==> src/rtl/bullet_pool_if.sv <==
// Bullet pool bus: the fire request, the per-slot hit flags and the ship
// column go in; the per-slot positions, the active mask and the
// fired/full flags come out. The master side drives requests, and the
// slave side is the pool itself.
interface bullet_pool_if #(
    parameter int N_BULLETS = 4,
    parameter int X_WIDTH   = 5,
    parameter int Y_WIDTH   = 4
);
    logic                           i_shoot;
    logic [N_BULLETS-1:0]           i_hit;
    logic [X_WIDTH-1:0]             i_ship_x;
    logic [N_BULLETS*X_WIDTH-1:0]   o_bullet_x;
    logic [N_BULLETS*Y_WIDTH-1:0]   o_bullet_y;
    logic [N_BULLETS-1:0]           o_active;
    logic                           o_fired;
    logic                           o_full;

    modport master (
        output i_shoot, i_hit, i_ship_x,
        input  o_bullet_x, o_bullet_y, o_active, o_fired, o_full
    );

    modport slave (
        input  i_shoot, i_hit, i_ship_x,
        output o_bullet_x, o_bullet_y, o_active, o_fired, o_full
    );
endinterface

==> src/rtl/bullet_pool.sv <==
// Player projectile pool. It holds up to N_BULLETS independent bullets.
// Each bullet spawns at the ship column on SPAWN_Y and climbs one row per
// move tick. A bullet retires when it is hit or when it steps off row 0.
// A cooldown, counted in move ticks, spaces consecutive shots.
module bullet_pool #(
    parameter int N_BULLETS      = 4,
    parameter int X_WIDTH        = 5,
    parameter int Y_WIDTH        = 4,
    parameter int SPAWN_Y        = 12,
    parameter int TICK_CYCLES    = 90000,
    parameter int COOLDOWN_TICKS = 2
) (
    input  logic          i_clk_25MHz,
    input  logic          i_reset,
    bullet_pool_if.slave  bus
);
    typedef enum logic {IDLE, MOVING} slot_state_t;

    localparam int TICK_W = $clog2(TICK_CYCLES);
    localparam int CD_W   = (COOLDOWN_TICKS < 1) ? 1 : $clog2(COOLDOWN_TICKS + 1);
    localparam logic [Y_WIDTH-1:0] Y_OFF = '1;

    slot_state_t        state_q [N_BULLETS];
    slot_state_t        state_d [N_BULLETS];
    logic [X_WIDTH-1:0] x_q     [N_BULLETS];
    logic [X_WIDTH-1:0] x_d     [N_BULLETS];
    logic [Y_WIDTH-1:0] y_q     [N_BULLETS];
    logic [Y_WIDTH-1:0] y_d     [N_BULLETS];

    logic [TICK_W-1:0]    tick_cnt_q;
    logic                 tick;
    logic [CD_W-1:0]      cooldown_q;
    logic [CD_W-1:0]      cooldown_d;
    logic                 fired_q;
    logic                 spawn;
    logic                 free_found;
    logic [N_BULLETS-1:0] spawn_sel;
    logic [N_BULLETS-1:0] active;

    assign tick = (tick_cnt_q == TICK_W'(TICK_CYCLES - 1));

    // Free-running move-tick divider. It wraps after the tick cycle.
    always_ff @(posedge i_clk_25MHz) begin
        if (i_reset || tick) begin
            tick_cnt_q <= '0;
        end else begin
            tick_cnt_q <= tick_cnt_q + 1'b1;
        end
    end

    // Pick the lowest-index idle slot. The choice uses the state before
    // the edge, so a slot retiring this cycle cannot be reused until the
    // next cycle.
    always_comb begin
        spawn_sel  = '0;
        free_found = 1'b0;
        for (int k = 0; k < N_BULLETS; k++) begin
            if (state_q[k] == IDLE && !free_found) begin
                spawn_sel[k] = 1'b1;
                free_found   = 1'b1;
            end
        end
    end

    assign spawn = bus.i_shoot && (cooldown_q == '0) && free_found;

    // Per-slot next state. A hit wins over movement. A tick on row 0
    // retires the bullet instead of wrapping it to the off-screen row.
    always_comb begin
        for (int k = 0; k < N_BULLETS; k++) begin
            state_d[k] = state_q[k];
            x_d[k]     = x_q[k];
            y_d[k]     = y_q[k];
            case (state_q[k])
                IDLE: begin
                    if (spawn && spawn_sel[k]) begin
                        state_d[k] = MOVING;
                        x_d[k]     = bus.i_ship_x;
                        y_d[k]     = Y_WIDTH'(SPAWN_Y);
                    end
                end
                MOVING: begin
                    if (bus.i_hit[k] || (tick && y_q[k] == '0)) begin
                        state_d[k] = IDLE;
                        x_d[k]     = '0;
                        y_d[k]     = Y_OFF;
                    end else if (tick) begin
                        y_d[k] = y_q[k] - 1'b1;
                    end
                end
                default: begin
                    state_d[k] = IDLE;
                    x_d[k]     = '0;
                    y_d[k]     = Y_OFF;
                end
            endcase
        end
    end

    // The cooldown reloads on every shot and counts down one step per
    // move tick. It stops at zero.
    always_comb begin
        cooldown_d = cooldown_q;
        if (spawn) begin
            cooldown_d = CD_W'(COOLDOWN_TICKS);
        end else if (tick && cooldown_q != '0) begin
            cooldown_d = cooldown_q - 1'b1;
        end
    end

    // Slot, cooldown and fired-pulse registers.
    always_ff @(posedge i_clk_25MHz) begin
        if (i_reset) begin
            for (int k = 0; k < N_BULLETS; k++) begin
                state_q[k] <= IDLE;
                x_q[k]     <= '0;
                y_q[k]     <= Y_OFF;
            end
            cooldown_q <= '0;
            fired_q    <= 1'b0;
        end else begin
            for (int k = 0; k < N_BULLETS; k++) begin
                state_q[k] <= state_d[k];
                x_q[k]     <= x_d[k];
                y_q[k]     <= y_d[k];
            end
            cooldown_q <= cooldown_d;
            fired_q    <= spawn;
        end
    end

    // Pack the slot registers onto the flat output buses.
    always_comb begin
        bus.o_bullet_x = '0;
        bus.o_bullet_y = '0;
        active         = '0;
        for (int k = 0; k < N_BULLETS; k++) begin
            bus.o_bullet_x[k*X_WIDTH +: X_WIDTH] = x_q[k];
            bus.o_bullet_y[k*Y_WIDTH +: Y_WIDTH] = y_q[k];
            active[k]                            = (state_q[k] == MOVING);
        end
    end

    assign bus.o_active = active;
    assign bus.o_fired  = fired_q;
    assign bus.o_full   = &active;
endmodule

==> src/flat_wrapper.sv <==
// flat-port wrapper written by rule: the top's interface ports become plain ports
module bullet_pool_flat 
#(
    parameter int N_BULLETS      = 4,
    parameter int X_WIDTH        = 5,
    parameter int Y_WIDTH        = 4,
    parameter int SPAWN_Y        = 12,
    parameter int TICK_CYCLES    = 90000,
    parameter int COOLDOWN_TICKS = 2
)
  (i_clk_25MHz, i_reset, bus_i_shoot, bus_i_hit, bus_i_ship_x, bus_o_bullet_x, bus_o_bullet_y, bus_o_active, bus_o_fired, bus_o_full);
  bullet_pool_if #(.N_BULLETS(N_BULLETS), .X_WIDTH(X_WIDTH), .Y_WIDTH(Y_WIDTH)) bus_i ();
  input  logic i_clk_25MHz;
  input  logic i_reset;
  input wire logic [$bits(bus_i.i_shoot)-1:0] bus_i_shoot;
  input wire logic [$bits(bus_i.i_hit)-1:0] bus_i_hit;
  input wire logic [$bits(bus_i.i_ship_x)-1:0] bus_i_ship_x;
  output wire logic [$bits(bus_i.o_bullet_x)-1:0] bus_o_bullet_x;
  output wire logic [$bits(bus_i.o_bullet_y)-1:0] bus_o_bullet_y;
  output wire logic [$bits(bus_i.o_active)-1:0] bus_o_active;
  output wire logic [$bits(bus_i.o_fired)-1:0] bus_o_fired;
  output wire logic [$bits(bus_i.o_full)-1:0] bus_o_full;
  assign bus_i.i_shoot = bus_i_shoot;
  assign bus_i.i_hit = bus_i_hit;
  assign bus_i.i_ship_x = bus_i_ship_x;
  assign bus_o_bullet_x = bus_i.o_bullet_x;
  assign bus_o_bullet_y = bus_i.o_bullet_y;
  assign bus_o_active = bus_i.o_active;
  assign bus_o_fired = bus_i.o_fired;
  assign bus_o_full = bus_i.o_full;
  bullet_pool #(.N_BULLETS(N_BULLETS), .X_WIDTH(X_WIDTH), .Y_WIDTH(Y_WIDTH), .SPAWN_Y(SPAWN_Y), .TICK_CYCLES(TICK_CYCLES), .COOLDOWN_TICKS(COOLDOWN_TICKS)) u_core (.i_clk_25MHz(i_clk_25MHz), .i_reset(i_reset), .bus(bus_i));
endmodule
==> config.mk <==
export PLATFORM = sky130hd
export DESIGN_NAME = bullet_pool_flat
export DESIGN_NICKNAME = d
export VERILOG_FILES = /design/src/rtl/bullet_pool_if.sv /design/src/rtl/bullet_pool.sv /design/src/flat_wrapper.sv
export SDC_FILE = /design/constraint.sdc
export NUM_CORES = 1
export LEC_CHECK = 0
export CAP_MARGIN = 20
export CORE_MARGIN = 5
export CORE_UTILIZATION = 52
export DETAILED_ROUTE_END_ITERATION = 8
export PLACE_DENSITY = 0.81
export SLEW_MARGIN = 20
export SYNTH_ARGS = -nofsm -noshare
export SYNTH_HDL_FRONTEND = slang
export SYNTH_SLANG_ARGS = --single-unit
export TNS_END_PERCENT = 10
==> constraint.sdc <==
create_clock -name i_clk_25MHz -period 3.3 [get_ports i_clk_25MHz]
set_input_delay 0.66 -clock i_clk_25MHz [delete_from_list [all_inputs] [get_ports i_clk_25MHz]]
set_output_delay 0.66 -clock i_clk_25MHz [all_outputs]
set_load 0.05 [all_outputs]
==> results.cfg, run 1 <==
[synth]
synthDistinctLibCells = 51
netlist_area_mm2 = 0.00287
synthArstFlopShare_pct = 0
syn-num-nets = 344
synth_top_area_share_pct = 41.9
synthTopCellsByCount = dfxtp_1 (60), nor2_1 (36), a21oi_1 (19)
yosys_warnings = 0
synth_top_cell_by_area = dfxtp_1
synth_edf_count = 0
synth_ff_type = dfxtp_1
yosysMostFrequentCell = dfxtp_1
syn_inst = 322
synth_seq_cells = 60
ys_seq_area_share_pct = 41.9
synth_area_per_cell_um2 = 8.91
synth.top_cells.by_area = dfxtp_1 (42%), nor2_1 (4.7%), a22o_1 (4.6%), ha_1 (4.4%), xnor2_1 (3.4%)

[final_layout]
diodes = 0
drive_above_1_share_pct = 8.20
synthToLayoutAreaGrowth_pct = 27.2
fin_nets = 395

[route]
drtAntennaViolNets = 0
drt_iter0_markers = 270
route.vias.total = 2525
drt_wl_total_um = 6870
viasPerCell = 5.61
firstDrtPassIters = 4
drc = 0
wl_per_cell_um = 15.3

[min_path]
hold_path_class = reg2reg
min_from = u_core.tick_cnt_q[0]

[floorplan]
rows = 27
pin_count = 54
dieArea_mm2 = 0.00710
initial_core_util_pct = 52.7
coreArea_mm2 = 0.00544
die-height_um = 84.3
fp.dieW_um = 84.3

[global_routing]
grt_pass1_wl_um = 11600
antenna_found_initial = 0
grt_pass1_vias = 2412
globalRoute.totalOverflow = 0
grt_start_max_net_pins = 19
grt_use_total_pct = 20.0

[pwr]
swShare_pct = 24.9
vdd_drop_max_v = 0.000310
p_per_area_mw_per_mm2 = 456
clockPowerShare_pct = 44.2
combPwrFrac_pct = 10.1
seqPwrFrac_pct = 45.7
p_leak_nw = 1.41
p_sw_mw = 0.413
power.total_mw = 1.66
internal_power_mw = 1.25

[setup_path]
crit_arrival_ns = 2.26
max_stage_delay_ns = 0.83
crit_path_end = bus_o_full
cp-start-kind = flop
r2r_setup_slack_ns = 0.62
crit_slowest_cell = clkdlybuf4s50_1
reg2regPathDepth = 6
reg2reg_from = u_core.tick_cnt_q[0]
critPathRequiredTime_ns = 2.64
path_max_fanout = 15
crit_path_start = u_core.state_q[0]
r2r-end = u_core.x_q[0][4]
crit_chain = and3_1, and2_1, clkdlybuf4s50_1
cp-end-kind = output pin
crit_type = reg2out

[clock_tree]
htree_levels = 3
post_cts_buffers = 0
clock-sinks = 60
clockBufferDepth = 2
cts-root-buf = clkbuf_8
cts.reportedPaths.clkPinSlew_ns = 0.07
numCtsBuffers = 9
ctsHoldBuffers = 0
cts_tree = built
insertion_delay_ns = 0.34
post_cts_resized = 0

[placement]
routabilityCongestion = 0.911
hpwlAfterDp_um = 4900
port-buffer-count = 53

[sta]
finalSetupViolCount = 0
maxSlewViolCount = 0
finalHoldViolCount = 0
tightest_slew_ns = 0.834
fmax_mhz = 342
min_period_over_period_pct = 88.5
fin_tns_setup_ns = 0
skew_ns = 0.00975
rsz0062_at_grt = false
max-slew-margin-rel_pct = 44.0
min_period_ns = 2.92

[flow_run]
max_cap_violations = 0

[run_status]
status = finished clean
logic make-up after synthesis:
group | share of synthesized area (%)
simple gates | 23.6
compound gates | 19.7
flops | 41.9
buf+inv | 4.93
xor+xnor | 5.50
fa+ha+maj | 4.36
worst max-delay path, delay by kind of cell, from the launching register on:
kind                   cells  cell delay (ns)
flip-flops                 1             0.62
buffers and inverters      1             0.83
AND/OR/NAND/NOR            2             0.46
worst min-delay path by stage:
stage | end | slack (ns) | cells after the start
finish | u_core.tick_cnt_q[0] | 0.46 | 1
global route | u_core.tick_cnt_q[0] | 0.49 | 1
CTS | u_core.tick_cnt_q[0] | 0.47 | 1
detailed placement | u_core.tick_cnt_q[0] | 0.45 | 1
global placement | u_core.tick_cnt_q[0] | 0.44 | 1
floorplan | u_core.tick_cnt_q[0] | 0.43 | 1
per-stage QoR:
| step | util, % | hold slack [ns] | area, um2 | worst slack [ns] | std cells |
|---|---|---|---|---|---|
| 6_report | 67.1 | 0.464 | 3650 | 0.379 | 450 |
| 5_1_grt | 67.1 | 0.487 | 3650 | 0.271 | 450 |
| 4_1_cts | 67.1 | 0.466 | 3650 | 0.399 | 450 |
| 3_5_place_dp | 63.1 | 0.452 | 3430 | 0.648 | 434 |
| 3_3_place_gp | 63.1 | 0.442 | 3430 | 0.709 | 434 |
| 2_1_floorplan | - | 0.426 | 2870 | 0.994 | 322 |
final cells by class:
| type | count | area [um2] |
|---|---|---|
| clock inverter | 4 | 72.6 |
| sequential | 60 | 1200 |
| clock buffer | 12 | 145 |
| multi-input combinational | 231 | 1530 |
| tap | 72 | 90.1 |
| inverter | 14 | 52.6 |
| fill | 452 | 1790 |
| timing repair buffer | 57 | 561 |
sequential cells by signal (all words and copies together) (netlist names):
signal / cells
u_core.bus.o_fired: 1
u_core.y_q: 16
u_core.x_q: 20
u_core.state_q: 4
u_core.tick_cnt_q: 17
u_core.cooldown_q: 2
power groups by stage:
stage | registers [mW] | clock network, mW | logic [mW]
2_1_floorplan | 0.811 | 0 | 0.0697
3_3_place_gp | 0.775 | 0 | 0.164
3_5_place_dp | 0.775 | 0 | 0.167
4_1_cts | 0.759 | 0.747 | 0.167
5_1_grt | 0.762 | 0.782 | 0.180
6_report | 0.760 | 0.735 | 0.168
per-layer routing:
layer / global-route usage, % / up-vias / routed length, um
li1: - / 1262 / -
met1: 26.9 / 1181 / 3190
met2: 31.2 / 70 / 3190
met3: 4.12 / 12 / 368
met4: 8.33 / 0 / 119
met5: 0 / - / 0
layout by cell type, fill, tap and decap left out, types with 3 or more instances in the layout:
master,n
o21ai_0,10
clkdlybuf4s50_1,53
nor2b_1,3
o21bai_1,4
nor3_1,13
nor3b_1,3
nand3_1,13
and4_1,3
nand2b_1,8
or4b_2,6
inv_1,14
ha_1,10
a31o_2,4
a22oi_1,6
a22o_1,15
and3_1,8
a21oi_1,19
xor2_1,7
dfxtp_1,60
xnor2_1,11
clkbuf_8,10
buf_4,4
nand2_1,18
nor2_1,36
No activity file was read; power rests on OpenSTA's default activity.
==> run 2, diff against run 1 <==
- CAP_MARGIN: 20 -> 10
==> results of run 2 <==
Same layout as run 1: the final DEF is identical, and so are final timing and power.
==> run 3, diff against run 2 <==
- CORE_MARGIN: 5 -> 2
- CORE_UTILIZATION: 52 -> 47
- HOLD_SLACK_MARGIN: unset -> 0.08
- PLACE_DENSITY: 0.81 -> 0.77
- clock period: 3.3 -> 2.6 ns (I/O delays scaled with it)
==> run 3 against run 2 <==
Effect of this change:
- clock power grew 12%
- count of clock-buffer cells in the layout shrank 2
- combinational power grew 30%
==> results.cfg, run 3 (same netlist as run 1, synthesis figures left out) <==
[floorplan]
dieArea_mm2 = 0.00674
initial_core_util_pct = 48.4
fp.dieW_um = 82.1
die-height_um = 82.1
pin_count = 54
rows = 28
coreArea_mm2 = 0.00592

[placement]
place_worst_setup_slack_ns = 0.264
routabilityCongestion = 0.901
hpwlAfterDp_um = 4980
port-buffer-count = 53

[clock_tree]
cts.reportedPaths.clkPinSlew_ns = 0.07
htree_levels = 3
post_cts_resized = 0
cts_tree = built
clock-sinks = 60
post_cts_buffers = 0
insertion_delay_ns = 0.34
cts-root-buf = clkbuf_8
clockBufferDepth = 2
numCtsBuffers = 9
ctsHoldBuffers = 0

[sta]
tightest_slew_ns = 0.549
min_period_over_period_pct = 91.5
fin_tns_setup_ns = 0
min_period_ns = 2.38
finalHoldViolCount = 0
skew_ns = 0.00999
fmax_mhz = 420
finalSetupViolCount = 0
max-slew-margin-rel_pct = 63.0
setup_slack_ns = 0.220
rsz0062_at_grt = false
maxSlewViolCount = 0
fin_hold_ws_ns = 0.460

[final_layout]
synthToLayoutAreaGrowth_pct = 29.2
diodes = 0
regMostFlops = u_core.x_q
post-route-util_pct = 62.6
top_regs = u_core.x_q x20, u_core.tick_cnt_q x17, u_core.y_q x16
final_common_cell = dfxtp_1
final_cell_mix = dfxtp_1 (60), clkdlybuf4s50_1 (52), nor2_1 (36)
drive_above_1_share_pct = 11.3
fin_nets = 406
largest_reg_flops = 20

[global_routing]
grt-busiest-layer = met2
grt_pass1_wl_um = 11500
grt_pass1_vias = 2523
use_met1_pct = 28.6
met2_usage_pct = 35.4
grt_use_total_pct = 22.2
globalRoute.totalOverflow = 0
globalRouteMet3Util_pct = 6.30
antenna_found_initial = 0
grt_start_max_net_pins = 19

[pwr]
vdd_drop_max_v = 0.000459
power.total_mw = 2.00
p_leak_nw = 1.45
p_per_area_mw_per_mm2 = 540

[setup_path]
critical_path_buf_inv_count = 1
cp-start-kind = flop
crit_chain = ha_1, nand3_1, or4_1, buf_4, o21ai_0, a2111oi_0, a31oi_1
critPathRequiredTime_ns = 2.86
crit_arrival_ns = 2.64
path_max_fanout = 8
crit_slowest_cell = or4_1
max_stage_delay_ns = 0.56
cp-end-kind = flop
crit_family = compound AO/OA/AOI/OAI gates
crit_type = reg2reg

[route]
route.vias.total = 2623
drt_wl_total_um = 6880
viasPerCell = 5.65
wl_per_cell_um = 14.8
drtAntennaViolNets = 0
drt_iter0_markers = 199
drc = 0
firstDrtPassIters = 4

[run_status]
status = finished clean

[min_path]
hold_path_class = reg2reg

[flow_run]
max_cap_violations = 0
==> run 3: path summary, 6_finish.rpt <==
path | start | to | slack (ns) | cells after the start
worst max-delay path | u_core.tick_cnt_q[0] | u_core.y_q[0][11] | 0.22 | 7
worst min-delay path | u_core.tick_cnt_q[0] | u_core.tick_cnt_q[0] | 0.46 | 1
worst max register to register | u_core.tick_cnt_q[0] | u_core.y_q[0][11] | 0.22 | 7
worst min register to register | u_core.tick_cnt_q[0] | u_core.tick_cnt_q[0] | 0.46 | 1
==> run 3: worst reg2reg max path, stage by stage, from the launching register on <==
cell and delay (ns):
dfxtp_1 0.37, ha_1 0.21, nand3_1 0.13, or4_1 0.56
buf_4 0.20, o21ai_0 0.47, a2111oi_0 0.21, a31oi_1 0.17
==> run 3: cell type report <==
cell class | count | area [um2]
tap | 75 | 93.8
clock buffer | 10 | 128
clock inverter | 6 | 65.1
fill | 520 | 2210
timing repair buffer | 68 | 641
multi-input combinational | 231 | 1530
sequential | 60 | 1200
inverter | 14 | 52.6
==> run 3: through the flow <==
| stage | instance area, um2 | cells |
|---|---|---|
| final | 3710 | 464 |
| after global routing | 3710 | 464 |
| after CTS | 3710 | 464 |
| after detailed placement | 3510 | 448 |
| after global placement | 3510 | 448 |
| after floorplan | 2870 | 322 |
==> run 3: power breakdown <==
group	switching [mW]	leakage, nW	internal [mW]
sequential	0.0216	0.487	0.941
combinational	0.136	0.866	0.0835
clock	0.377	0.0962	0.442
total	0.535	1.45	1.47
==> run 3: metal layers <==
layer  up-vias  share of wire (%)
met1      1258                 46
li1       1295                  -
met4         0               0.93
met3         5                5.6
met2        65                 48
met5         -                  0
==> patch 1: new RTL, config.mk and constraints of run 3 <==
`X_WIDTH` is set to 5 in 3 places; all go to 10.
--- a/src/rtl/bullet_pool_if.sv
+++ b/src/rtl/bullet_pool_if.sv
@@ -5,5 +5,5 @@
 interface bullet_pool_if #(
     parameter int N_BULLETS = 4,
-    parameter int X_WIDTH   = 5,
+    parameter int X_WIDTH   = 10,
     parameter int Y_WIDTH   = 4
 );
--- a/src/rtl/bullet_pool.sv
+++ b/src/rtl/bullet_pool.sv
@@ -5,5 +5,5 @@
 module bullet_pool #(
     parameter int N_BULLETS      = 4,
-    parameter int X_WIDTH        = 5,
+    parameter int X_WIDTH        = 10,
     parameter int Y_WIDTH        = 4,
     parameter int SPAWN_Y        = 12,
--- a/src/flat_wrapper.sv
+++ b/src/flat_wrapper.sv
@@ -3,5 +3,5 @@
 #(
     parameter int N_BULLETS      = 4,
-    parameter int X_WIDTH        = 5,
+    parameter int X_WIDTH        = 10,
     parameter int Y_WIDTH        = 4,
     parameter int SPAWN_Y        = 12,
Ports: changed (resized bus_i_ship_x and bus_o_bullet_x); port bits go from 54 to 79. The function was not compared with the original's and may differ.
==> patch 1 against run 3 <==
  * Sequential cell count rose by 20
  * Cell area up 29%
  * Non-clock buffer count rose by 22
  * Area after synthesis increased by 29%
  * Wire length increased by 36%
  * Worst setup slack got worse by 0.018 ns
  * Count of clock-buffer cells in the layout decreased by 1
  * Total power grew 30%
  * Die area grew 27%
  * Largest cell class unchanged
  * Largest power group unchanged
==> patch 1: results (changes against run 3) <==
| Metric | Value |
|---|---|
| Synth cell count leaders | `80 x dfxtp_1, 56 x nor2_1, 46 x a21oi_1` |
| Max Slew Vio Count | `0 (unchanged)` |
| Vias per cell | `5.61 (-0.78%)` |
| CTS buffer count | `9 (unchanged)` |
| Worst Tran Pin Value | `0.993 ns (+0.444 ns)` |
| Layout cells sized above 1 | `8.40% (-2.9 points)` |
| Top flop regs | `u_core.x_q x40, u_core.tick_cnt_q x17, u_core.y_q x16` |
| Clock skew | `0.0140 ns (+0.00396 ns)` |
| Initial antenna violation count | `0 (unchanged)` |
| Delay-heaviest family, CP | `simple AND/OR/NAND/NOR gates` |
| GPL Wtd Cong | `0.892 (-1.1%)` |
| Filler cell count | `680 (+31%)` |
| Worst-path clk slew | `0.09 ns (+0.02 ns)` |
| Sequential share of the synthesized area | `43.4% (+1.5 points)` |
| Net Switching | `0.762 mW (+42%)` |
| First-pass DRT Iterations | `5 (+1)` |
| Clock Path Buffers | `2 (unchanged)` |
| Vias in the first global route | `3,380 (+34%)` |
| Post-Syn Nets | `462 (+34%)` |
| Port bufs | `78 (+47%)` |
| DP Area | `0.00457 mm2 (+30%)` |
| First-pass GRT wire length | `15,800 um (+37%)` |
| N_diodes | `0 (unchanged)` |
| Resized Gates After CTS | `0 (unchanged)` |
| Fin nets | `534 (+32%)` |
| Place WS | `0.0648 ns (-0.199 ns)` |
| Crit path largest cell delay | `0.54 ns (-0.02 ns)` |
| Total track usage | `22.6% (+0.40 points)` |
| Crit path max-delay cell type | `or4bb_1` |
| Outcome | `completed` |
| Worst-Skew Late Latency | `0.36 ns (+0.02 ns)` |
| Synth top area cells | `dfxtp_1 43%, a21oi_1 6.2%, nor2_1 5.7%` |
| Initial drt markers | `143 (-28%)` |
| Max-Cap Viols | `0 (unchanged)` |
| Largest net degree at the start of global routing | `32 (+13)` |
| Yosys warning total | `0 (unchanged)` |
| # Post-CTS Setup Buffers | `0 (unchanged)` |
| Root Buffer | `clkbuf_8` |
| P_leak | `1.74 nW (+20%)` |
| Post-synth ARST share | `0% (unchanged)` |
| DP HPWL | `6600 um (+32%)` |
| Final setup margin | `0.203 ns (-0.0177 ns)` |
| Wirelength per Cell | `15.3 um (+2.8%)` |
| VDD IR-drop max | `0.327 mV (-29%)` |
| Footprint of the multi-input gates | `0.00191 mm2 (+25%)` |
| Worst Hold Class | `reg2reg` |
| Count of different cell masters after synthesis | `54 (+5.9%)` |
| Worst path arrival time | `2.62 ns (-0.02 ns)` |
| CP Max Fanout | `21 (+13)` |
| H-tree depth | `3 (unchanged)` |
[patch 1: cell types whose count changed after synthesis, sizes merged, moves of 12 or more]
cell and change:
a22oi +14, dfxtp +20, nor2 +21, a22o -15, a21oi +28, nor3b +12
[patch 1: area by class of cell]
| type | instances | share of cell area (%) |
|---|---|---|
| Clock buffer | 9 | 2.59 |
| Clock inverter | 7 | 1.83 |
| Inverter | 12 | 0.942 |
| Multi-Input combinational cell | 314 | 39.9 |
| Sequential cell | 80 | 33.5 |
| Tap cell | 102 | 2.67 |
| Timing Repair Buffer | 90 | 18.6 |
[patch 1: kinds of logic (layout without fill, tap and decap cells)]
kind of cell               Yosys count  count (layout)  share of synthesized area (%)
muxes                                1               1                          0.271
adders and majority gates           10              10                           3.39
and+or+nand+nor                    184             184                           27.1
xor gates and xnor gates            16              16                           3.79
AOI/OAI and AO/OA                  103             103                           17.1
buffers and inverters               41             118                           4.98
DFF                                 80              80                           43.4
[patch 1: worst register-to-register path, cell delays in order (launching register included)]
cell and delay [ns]:
dfxtp_1 0.37, or4bb_1 0.54, nor4_2 0.49, buf_12 0.22, o21ai_1 0.33, a22oi_1 0.27, nor2_1 0.06
[patch 1: power by group through the flow]
stage          clock network (mW)  registers (mW)  logic [mW]
2_1_floorplan                   0            1.40       0.133
5_1_grt                      1.05            1.29       0.374
4_1_cts                     0.989            1.29       0.349
6_report                    0.976            1.29       0.349
3_3_place_gp                    0            1.31       0.341
3_5_place_dp                    0            1.31       0.347
[patch 1: stage by stage]
step           hold slack, ns  total power [mW]  instances
5_1_grt                 0.485              2.72        614
2_1_floorplan           0.413              1.53        435
4_1_cts                 0.460              2.62        614
3_5_place_dp            0.446              1.66        598
6_report                0.456              2.61        614
3_3_place_gp            0.426              1.66        598
[patch 1: worst paths after layout]
check                                            end  cells past startpoint                   from
worst max-delay path               u_core.x_q[0][29]                      6  u_core.tick_cnt_q[14]
worst min-delay path            u_core.tick_cnt_q[0]                      1   u_core.tick_cnt_q[0]
worst max register to register     u_core.x_q[0][29]                      6  u_core.tick_cnt_q[14]
worst min register to register  u_core.tick_cnt_q[0]                      1   u_core.tick_cnt_q[0]
[patch 1: routing by layer]
layer,track usage [%],vias up,share of wire (%)
met3,4.72,8,4.7
li1,-,1694,-
met4,7.72,0,1.5
met1,28.3,1648,45
met5,0,-,0
met2,38.7,94,49
==> patch 2: new RTL, flow settings as in run 3 <==
Made on the original files. Reset style: asynchronous (`i_reset`), changed in one clocked block.
--- a/src/rtl/bullet_pool.sv
+++ b/src/rtl/bullet_pool.sv
@@ -110,5 +110,5 @@
 
     // Slot, cooldown and fired-pulse registers.
-    always_ff @(posedge i_clk_25MHz) begin
+    always_ff @(posedge i_clk_25MHz or posedge i_reset) begin
         if (i_reset) begin
             for (int k = 0; k < N_BULLETS; k++) begin
Behaviour: differs if i_reset is asserted again (counterexample within 4 cycles, from zero or initial values and one cycle with i_reset high); with i_reset held inactive, the same outputs for 10 cycles.
==> patch 2 against run 3 <==
  * Sequential share of layout area grew 5.7 points
  * Area after synthesis increased by 2.6%
  * Wire length rose by 2.3%
  * Sequential cell count unchanged
  * Non-clock buffer count shrank 7
  * Cell area up 1.8%
  * Final cell count fell by 0.86%
  * Synthesized cell count decreased by 1.6%
  * Worst hold slack better by 0.0079 ns
  * Worst setup slack got worse by 0.081 ns
  * Register-to-register slack better by 0.07 ns
  * Critical endpoint is now bus_o_full
Power is not compared: it rests on default switching activity, and its combinational part moved more than twofold at a synthesized area within 25%.
==> patch 2: results (changes against run 3) <==
| Metric | Value |
|---|---|
| Initial antenna violation count | `0 (unchanged)` |
| Compound-cell area share of the yosys netlist | `15.7% (-4.0 points)` |
| # Post-CTS Setup Buffers | `0 (unchanged)` |
| Place WS | `0.152 ns (-0.113 ns)` |
| Fin nets | `402 (-0.99%)` |
| DR vias | `2,576 (-1.8%)` |
| DP Area | `0.00359 mm2 (+2.1%)` |
| Worst-path clk slew | `0.06 ns` |
| Clock Path Buffers | `2 (unchanged)` |
| Yosys warning total | `0 (unchanged)` |
| Worst Tran Pin Value | `0.603 ns (+0.0545 ns)` |
| Synth top area cells | `dfrtp_1 23%, dfstp_2 14%, dfxtp_1 12%` |
| Worst-Skew Late Latency | `0.34 ns (about the same)` |
| GPL Wtd Cong | `0.872 (-3.3%)` |
| Count of different cell masters after synthesis | `51 (unchanged)` |
| Filler cell count | `476 (-8.5%)` |
| WL final | `7040 um (+2.3%)` |
| Largest net degree at the start of global routing | `44 (+25)` |
| Resized Gates After CTS | `0 (unchanged)` |
| Worst Hold Class | `reg2reg` |
| P_leak | `roughly 1.5 nW` |
| N_diodes | `0 (unchanged)` |
| H-tree depth | `3 (unchanged)` |
| Post-Syn Nets | `339 (-1.5%)` |
| Worst path arrival time | `1.94 ns (-0.70 ns)` |
| Post-synth ARST share | `71.7% (+72 points)` |
| CTS buffer count | `9 (unchanged)` |
| Root Buffer | `clkbuf_8` |
| Vias in the first global route | `2,482 (-1.6%)` |
| DP HPWL | `4990 um (+0.29%)` |
| Layout cells sized above 1 | `12.2% (+0.90 points)` |
| Synth cell count leaders | `44 x nand2_1, 33 x nor2_1, 27 x dfrtp_1` |
| Most used DFF post-synth | `dfrtp_1` |
| Mux cell area share after synthesis | `0.681% (+0.68 points)` |
| VDD IR-drop max | `around 0.27 mV` |
| First-pass DRT Iterations | `4 (unchanged)` |
| Outcome | `completed` |
| Total track usage | `21.4% (-0.78 points)` |
| Sequential share of the synthesized area | `48.8% (+6.9 points)` |
| CP Max Fanout | `10 (+2)` |
| Max reg flops | `20 (unchanged)` |
| Area share of fa/ha/maj cells after synthesis | `4.25% (-0.11 points)` |
| First-pass GRT wire length | `12,000 um (+4.1%)` |
| Port bufs | `53 (unchanged)` |
| Max-Cap Viols | `0 (unchanged)` |
| Initial drt markers | `160 (-20%)` |
| Clock skew | `0.0113 ns (+0.00135 ns)` |
| Synth Area in XOR/XNOR | `4.17% (-1.3 points)` |
==> patch 2: cell count changes after synthesis, moves of 5 or more <==
cell,before,now
dfxtp_1,60,17
dfrtp_1,0,27
nand2_1,18,44
dfstp_2,0,16
a22o_1,15,9
a22oi_1,6,0
nand2b_1,8,2
nand4_1,2,8
or4b_2,6,0
xnor2_1,11,5
inv_1,14,19
nand3_1,13,8
==> patch 2: cell type report <==
class	instances	share of cell area [%]
Clock inverter	4	0.664
Tap cell	75	2.49
Inverter	19	1.89
Timing Repair Buffer	61	15.7
Sequential cell	60	38.1
Multi-Input combinational cell	229	37.1
Clock buffer	12	4.11
==> patch 2: metal layers <==
layer | routed length (um) | GRT usage, % | vias up
li1 | - | - | 1253
met1 | 3270 | 29.7 | 1229
met2 | 3260 | 32.6 | 82
met3 | 373 | 3.98 | 12
met4 | 133 | 9.84 | 0
met5 | 0 | 0 | -
==> patch 2: cell families after synthesis <==
kind of cell	Yosys count
AND/OR/NAND/NOR	135
AO/OA/AOI/OAI	68
flip-flops	60
buffers and inverters	28
XOR/XNOR	14
adder cells (fa/ha/maj)	10
multiplexers	2
==> patch 2: path summary, 6_finish.rpt <==
check                                        from                   endpoint  slack, ns  cells after the start
max                        u_core.bus.o_active[2]                 bus_o_full       0.14                      3
min                          u_core.tick_cnt_q[0]       u_core.tick_cnt_q[0]       0.47                      1
max reg2reg                 u_core.tick_cnt_q[14]   u_core.bus.o_bullet_y[6]       0.29                      5
min reg2reg                  u_core.tick_cnt_q[0]       u_core.tick_cnt_q[0]       0.47                      1
max in group asynchronous                 i_reset   u_core.bus.o_bullet_y[3]       1.53                      3
min in group asynchronous                 i_reset  u_core.bus.o_bullet_x[17]       0.69                      3
==> patch 2: where the power goes <==
group	leakage [nW]	internal [mW]	switching [mW]	total (mW)
logic	0.730	0.0335	0.0539	0.0874
clock network	0.0884	0.394	0.368	0.762
registers	0.671	0.941	0.00890	0.950
total	1.49	1.37	0.431	1.80
==> patch 2: worst max-delay path, cell delays in order (launching register included) <==
cell	delay, ns
dfrtp_1	0.50
nand2_1	0.15
nor2_1	0.14
clkdlybuf4s50_1	0.82
==> patch 2: per-stage QoR <==
| stage | cells | total power, mW | utilization [%] |
|---|---|---|---|
| after global routing | 460 | 1.86 | 62.9 |
| final | 460 | 1.80 | 62.9 |
| after global placement | 444 | 1.05 | 59.9 |
| after detailed placement | 444 | 1.05 | 59.9 |
| after floorplan | 317 | 1.01 | - |
| after CTS | 460 | 1.81 | 62.9 |
